--- config.mk ---
export PLATFORM = sky130hd
export DESIGN_NAME = spi_note_tx
export DESIGN_NICKNAME = d
export VERILOG_FILES = /design/src/rtl/spi_note_tx.sv
export SDC_FILE = /design/constraint.sdc
export NUM_CORES = 1
export LEC_CHECK = 0
export CORE_ASPECT_RATIO = 1.25
export CORE_MARGIN = 4
export CORE_UTILIZATION = 40
export DETAILED_ROUTE_END_ITERATION = 6
export PLACE_DENSITY = 0.62
export SLEW_MARGIN = 20
export SYNTH_ARGS = -nofsm -noshare
export SYNTH_HDL_FRONTEND = slang
export SYNTH_SLANG_ARGS = --single-unit
--- constraint.sdc ---
create_clock -name clk -period 2 [get_ports clk]
set_clock_uncertainty 0.15 [all_clocks]
set_input_delay 0.6 -clock clk [delete_from_list [all_inputs] [get_ports clk]]
set_output_delay 0.6 -clock clk [all_outputs]
set_load 0.01 [all_outputs]
--- src/rtl/spi_note_tx.sv ---
`timescale 1ns/1ps
// spi_note_tx
// Serialises one frame of NUM_TRACKS note packets (24 bits each, track
// NUM_TRACKS-1 first, MSB first) onto an SPI-style link. A frame is framed
// by chipSelect: sck toggles every CLK_DIV clk cycles while data is sent.
// chipSelect then stays high for a CLK_DIV tail and low for a CLK_DIV gap.
// After the gap, done pulses for one cycle.
//
// Ports
//   clk         system clock, all state changes on its rising edge
//   reset       synchronous active-low reset
//   start       frame request, only looked at while idle
//   notePackets frame payload, captured when start is accepted
//   busy        high whenever a frame is in progress (any non-idle state)
//   done        one-cycle pulse when a frame has fully completed
//   chipSelect  active-high frame strobe
//   sck         serial clock, receiver samples on its rising edge
//   sdo         serial data, MSB first
module spi_note_tx #(
  parameter int NUM_TRACKS = 4,
  parameter int CLK_DIV    = 4
) (
  input  logic                     clk,
  input  logic                     reset,
  input  logic                     start,
  input  logic [24*NUM_TRACKS-1:0] notePackets,
  output logic                     busy,
  output logic                     done,
  output logic                     chipSelect,
  output logic                     sck,
  output logic                     sdo
);

  localparam int B  = 24 * NUM_TRACKS;
  localparam int BW = $clog2(B);
  localparam int CW = $clog2(CLK_DIV);

  typedef enum logic [2:0] {IDLE, LOW, HIGH, TAIL, GAP} state_t;

  state_t          state, state_n;
  logic [CW-1:0]   half_cnt, half_n;
  logic [BW-1:0]   bit_cnt, bit_n;
  logic [B-1:0]    shreg, shreg_n;
  logic            cs_n, sck_n, done_n, busy_n;
  logic            half_last, bit_last;

  assign half_last = (half_cnt == CW'(CLK_DIV - 1));
  assign bit_last  = (bit_cnt == BW'(B - 1));

  // sdo is the top bit of the shift register, so it is a flop output. The
  // final shift out of HIGH on the last bit leaves the register all zero,
  // which gives sdo=0 during TAIL and GAP without extra logic.
  assign sdo = shreg[B-1];

  // NOTE: every signal written here gets a default first, so no path can
  // leave it unassigned and infer a latch.
  always_comb begin
    state_n = state;
    half_n  = half_last ? '0 : half_cnt + CW'(1);
    bit_n   = bit_cnt;
    shreg_n = shreg;
    cs_n    = chipSelect;
    sck_n   = sck;
    done_n  = 1'b0;

    unique case (state)
      IDLE: begin
        half_n = '0;
        if (start) begin
          state_n = LOW;
          shreg_n = notePackets;
          bit_n   = '0;
          cs_n    = 1'b1;
          sck_n   = 1'b0;
        end
      end
      LOW: begin
        if (half_last) begin
          state_n = HIGH;
          sck_n   = 1'b1;
        end
      end
      HIGH: begin
        if (half_last) begin
          sck_n   = 1'b0;
          shreg_n = {shreg[B-2:0], 1'b0};
          if (bit_last) begin
            state_n = TAIL;
            bit_n   = '0;
          end else begin
            state_n = LOW;
            bit_n   = bit_cnt + BW'(1);
          end
        end
      end
      TAIL: begin
        if (half_last) begin
          state_n = GAP;
          cs_n    = 1'b0;
        end
      end
      GAP: begin
        if (half_last) begin
          state_n = IDLE;
          done_n  = 1'b1;
        end
      end
      default: state_n = IDLE;
    endcase

    busy_n = (state_n != IDLE);
  end

  // NOTE: sequential state uses non-blocking assignments so every flop
  // samples the pre-edge values, independent of statement order.
  always_ff @(posedge clk) begin
    if (!reset) begin
      state      <= IDLE;
      half_cnt   <= '0;
      bit_cnt    <= '0;
      // NOTE: the shift register is reset too, so sdo is a defined 0 out of
      // reset and after an abandoned frame.
      shreg      <= '0;
      chipSelect <= 1'b0;
      sck        <= 1'b0;
      done       <= 1'b0;
      busy       <= 1'b0;
    end else begin
      state      <= state_n;
      half_cnt   <= half_n;
      bit_cnt    <= bit_n;
      shreg      <= shreg_n;
      chipSelect <= cs_n;
      sck        <= sck_n;
      done       <= done_n;
      busy       <= busy_n;
    end
  end

endmodule

* Word level (Yosys, flattened, before mapping)
Index checks and enable logic that the tools add are counted.
Word-level totals: register bits 112, latch bits 0, RAM bits 0, ROM bits 0, input port bits 99, output and inout bits 5, word-level logic and storage cells 52, memories kept 0
Cells by class: add/subtract/negate cells 2, $mul 0, divide/modulo/power cells 0, magnitude comparators 0, equality and inequality tests 10, shift-type cells 0, muxes and demuxes 21, bitwise operators 1, reductions and logical operators 10
Operators by type and width (number):
- $mux W96 | 2
- $pmux W96 S2 | 1
- $mux W7 | 3
- $mux W3 | 5
- $pmux W3 S5 | 1
- $pmux W7 S2 | 1
- $ne A2 B2 Y1 const B | 4
- $add A7 B1 Y7 const B | 1
- $eq A7 B7 Y1 const B | 1
- $eq A3 B2 Y1 const B | 2
- $reduce_and A3 Y1 | 2
- $reduce_bool A3 Y1 | 2
- $mux W1 | 5
- $reduce_and A4 Y1 | 1
- $reduce_bool A2 Y1 | 2
- $eq A3 B1 Y1 const B | 1
- $eq A3 B3 Y1 const B | 1
- $logic_not A3 Y1 | 1
- $pmux W1 S3 | 1
- $reduce_or A3 Y1 | 1
- $add A2 B1 Y2 const B | 1
- $eq A2 B2 Y1 const B | 1
- $mux W2 | 1
- $pmux W1 S2 | 1
- 2 further kinds | 2

* Longest topological paths before layout
depth in word-level cells 5, gate-level depth with buffers 8, mapped depth without buffers 5

* Worst setup path after synthesis
No wires, ideal clock.
path type input-to-reg, from input reset, to register shreg[10], data arrival time 1.478 ns, data required time 1.791 ns, setup slack 0.313 ns, stages 4, buffers on the path 3, path through clkbuf_1 > clkbuf_1 > clkbuf_1 > o211a_1
RTL lines:
- from (decl) | line 24 | input logic reset,
- to (signal assigned) | line 132 | shreg <= shreg_n;
- to (decl) | line 43 | logic [B-1:0] shreg, shreg_n;
No word-level cell between the ends.

* Final worst setup path
from register done, to output done
RTL lines:
- from (decl) | line 28 | output logic done,
- from (signal assigned) | line 135 | done <= done_n;
No word-level cell between the ends.

==> flow_results.org <==
** Floorplanning
- Row generation in the floorplan step produced 46 rows.
- The region available for standard cell placement spans 0.0128 mm².
- Die area :: 0.0150 mm²
- Height of the chip :: 136 µm
- Initial standard-cell utilization of the core :: 41.0%
- Top-level I/O count :: 104
- Die X-Extent :: 110 µm

** Placed design
- Area of placed instances :: 0.00647 mm²
- The congestion estimate from routability-driven global placement came to 0.824.
- Port buffering added 103 buffers.
- The number of placed instances, taps included, is 755.
- The wire-length estimate of the detail-placed layout is 7.30 mm.

** Yosys
- Synthesis handed over a netlist of 506 instances.
- Sequential share of the synthesized area :: 42.8%
- Synth top area share :: 42.8%
- After synthesis, the cell types taking the most area are sky130_fd_sc_hd__dfxtp_1 (43%), sky130_fd_sc_hd__o211a_1 (19%), sky130_fd_sc_hd__mux2i_1 (18%), sky130_fd_sc_hd__nand2_1 (7.4%), sky130_fd_sc_hd__buf_2 (1.9%).
- The number of nets handed over by synthesis was 607.
- Counting distinct cell types in the post-synthesis netlist gives 41.
- During synthesis, Yosys emitted a total of 0 warnings.
- In this run the cell area of the synthesized design comes to 0.00524 mm².
- Summed over all instances, the cell type with the most area after synthesis is sky130_fd_sc_hd__dfxtp_1.
- Per-instance average area after synthesis :: 10.4 µm²
- Post-synthesis register bit count :: 112

** Route
- Dividing the detail-routed wire length by the instance count gives 13.6 µm.
- In this run the remaining antenna-violating nets after routing total 0.
- For this block, the initial DRC count from the detailed router was 203.
- After detailed routing, the total wire length is 10.5 mm.
- The first detailed-routing pass ran for 4 iterations.
- Summing over every cut layer, the via total after detailed routing is 3885.
- In the routed design, unresolved DRC markers number 0.
- Dividing the detail-routed via count by the number of cells gives 5.04.

** Critical path
- For the worst setup path, the data arrival time is 1.19 ns.
- Family with the most delay on the worst path :: buffers and inverters
- By startpoint and endpoint, the worst setup path is classified as flip-flop to output pin.
- Maximum fanout encountered on the critical timing path :: 1
- STA classifies the critical path endpoint as an output pin.
- STA classifies the critical path startpoint as a flip-flop.
- Data required time at the worst endpoint :: 1.25 ns
- Crit path buffers/inverters :: 1
- Worst-path cell chain :: clkdlybuf4s50_1
- Maximum cell stage delay along the critical path :: 0.54 ns
- On the critical path, the stage with the largest delay is an instance of sky130_fd_sc_hd__clkdlybuf4s50_1.

** Finish
- Number of nets in the finished design :: 699
- Fraction of final layout cells sized beyond drive strength 1 :: 7.63%
- Finished Layout Cells :: 771
- Post-layout instance area :: 0.00677 mm²
- Top library cells by usage in the layout, fill and taps aside :: sky130_fd_sc_hd__dfxtp_1 (112), sky130_fd_sc_hd__nand2_1 (104), sky130_fd_sc_hd__clkdlybuf4s50_1 (98)
- 0 antenna diodes ended up in the layout.
- The area growth from synthesis to layout is 29.1%.
- Most common cell after layout, fill and taps aside :: sky130_fd_sc_hd__dfxtp_1

** Power and ir drop
- Clock share of power :: 36.7%
- Net switching is 22.4% of the power.
- After layout, the design draws a total of 4.93 mW.
- In this run, the combinational gates consume 13.2% of the power.
- Switching pwr :: 1.10 mW
- In this run the static leakage power is 3.24 nW.
- The share of total power dissipated in sequential elements is 50.1%.
- In this run the power density over the cells is 729 mW/mm².
- The worst-case IR drop observed on VDD is 0.369 mV.
- The internal portion of the total power is 3.83 mW.

** GRT
- The first global-routing pass estimated 17.4 mm of wire.
- Global-route met2 utilization :: 24.6%
- Global Route met3 Usage :: 3.37%
- Global routing used 17.6% of the available met1 tracks.
- Number of global-route vias before repair :: 3807
- The total overflow left after global routing is 0.
- Entering global routing, the biggest net connects 56 pins.
- Top Usage Layer GRT :: met2
- Number of antenna violations at the first check in global routing :: 0
- Global routing consumed, over all layers together, 14.3% of the routing resources.

** Worst hold path
- Hold Path Class :: flip-flop to flip-flop

** STA
- Worst relative slew slack :: 64.9%
- Aggregate negative setup slack :: 0 ns
- Static timing analysis puts the maximum clock frequency at 515 MHz.
- Hold Slack :: 0.285 ns
- Slew at the pin with the worst max-slew slack :: 0.523 ns
- Min Tclk post-route :: 1.94 ns
- Slew Viols, Final :: 0
- RSZ-0062 raised after global routing :: no
- Share of the clock period used by the worst path :: 97.0%
- The number of failing hold endpoints at the final stage came to 0.
- Count of final setup violators :: 0

** Clocking
- Maximum level of the CTS H-tree :: 3
- Clock Tree Buf Depth :: 2
- The clock reaches the later pin of the worst-skew pair after 0.34 ns.
- CTS buffer count :: 9
- Clock-pin slew was measured on the worst setup and hold paths at 0.07 ns.
- CTS tree :: yes
- Postcts setup bufs :: 0
- The clock drives 112 sinks.
- CTS Root Cell :: sky130_fd_sc_hd__clkbuf_16

** Flow run
- Number of maximum-capacitance constraint violations :: 0

** Run status
- The flow ran to the end, and the final reports show no timing, DRC or antenna violations.
-- area by class of cell --
| type | count | area, µm² |
|---|---|---|
| Fill cell | 1216 | 6010 |
| Multi-Input combinational cell | 347 | 2710 |
| Sequential cell | 112 | 2240 |
| Timing Repair Buffer | 127 | 1300 |
| Clock buffer | 13 | 260 |
| Tap cell | 168 | 210 |
| Clock inverter | 3 | 40.0 |
| Inverter | 1 | 3.75 |
-- state kept, by name (all words and copies together) (netlist names) --
name	count
bit_cnt	7
busy	1
chipSelect	1
done	1
half_cnt	2
sck	1
shreg	96
state	3
-- power by group through the flow --
stage	Combinational, mW	Sequential (mW)	Clock (mW)
2_1_floorplan	0.353	2.50	0
3_3_place_gp	0.649	2.52	0
3_5_place_dp	0.662	2.52	0
4_1_cts	0.661	2.47	1.89
5_1_grt	0.721	2.49	1.96
6_report	0.651	2.47	1.81
-- per-layer routing --
| metal | vias up | wire length, µm |
|---|---|---|
| met1 | 1810 | 4600 |
| met3 | 10 | 494 |
| li1 | 2004 | - |
| met2 | 61 | 5240 |
| met5 | - | 0 |
| met4 | 0 | 126 |
-- per-stage QoR --
stage | utilization [%] | setup WS (ns)
after detailed placement | 50.6 | -0.194
final | 53.0 | 0.0600
after global placement | 50.6 | -0.174
after CTS | 53.0 | 0.0260
after global routing | 53.0 | 0.00385
after floorplan | - | 0.313
-- cell families after synthesis --
group           share of synthesized area, %
simple gates                            11.6
flops                                   42.8
compound gates                          19.6
mux                                     18.6
buf+inv                                 5.78
xor+xnor                                1.17
fa+ha+maj                              0.477
-- timing repair --
action / 4_1_cts / 5_1_grt
resized for setup: 4 / 0
setup endpoints to repair: 4 / 0
hold buffers: 0 / 0
-- cells in the mapped netlist --
cell                       instances
sky130_fd_sc_hd__nor2_2            1
sky130_fd_sc_hd__nor2b_1           2
sky130_fd_sc_hd__a32oi_1           1
sky130_fd_sc_hd__nor3b_1           2
sky130_fd_sc_hd__nor3b_2           1
sky130_fd_sc_hd__o21ai_1           1
sky130_fd_sc_hd__nor4b_1           2
sky130_fd_sc_hd__nor4bb_1          1
sky130_fd_sc_hd__buf_6             2
sky130_fd_sc_hd__or3b_4            1
sky130_fd_sc_hd__xnor2_1           6
sky130_fd_sc_hd__buf_4             7
sky130_fd_sc_hd__clkbuf_1         12
sky130_fd_sc_hd__o21a_1            1
sky130_fd_sc_hd__nand2_1         104
sky130_fd_sc_hd__dfxtp_1         112
sky130_fd_sc_hd__a21oi_1           2
sky130_fd_sc_hd__nand3_1           3
sky130_fd_sc_hd__nor4_1            1
sky130_fd_sc_hd__inv_1             1
sky130_fd_sc_hd__or3_1             1
sky130_fd_sc_hd__ha_1              2
sky130_fd_sc_hd__buf_12            3
sky130_fd_sc_hd__buf_1             1
sky130_fd_sc_hd__o211a_1          97
sky130_fd_sc_hd__nor4b_2           1
sky130_fd_sc_hd__nor2_1            9
sky130_fd_sc_hd__nor4_2            1
sky130_fd_sc_hd__mux2i_4           1
sky130_fd_sc_hd__nand2b_1          1
sky130_fd_sc_hd__and4_1            1
sky130_fd_sc_hd__or2_4             1
sky130_fd_sc_hd__o31a_1            1
sky130_fd_sc_hd__buf_8             1
sky130_fd_sc_hd__mux2i_1          95
sky130_fd_sc_hd__xor2_1            1
sky130_fd_sc_hd__buf_2            20
sky130_fd_sc_hd__a21boi_1          1
sky130_fd_sc_hd__a22oi_1           1
sky130_fd_sc_hd__nor3_1            3
sky130_fd_sc_hd__or2_1             1
-- final timing paths --
kind,cells after the start,start,end,slack [ns]
min reg2reg,1,half_cnt[0],half_cnt[0],0.29
min,1,half_cnt[0],half_cnt[0],0.29
max reg2reg,5,state[1],shreg[73],0.14
max,1,done,done,0.06
Power figures use the tool's default switching activity.
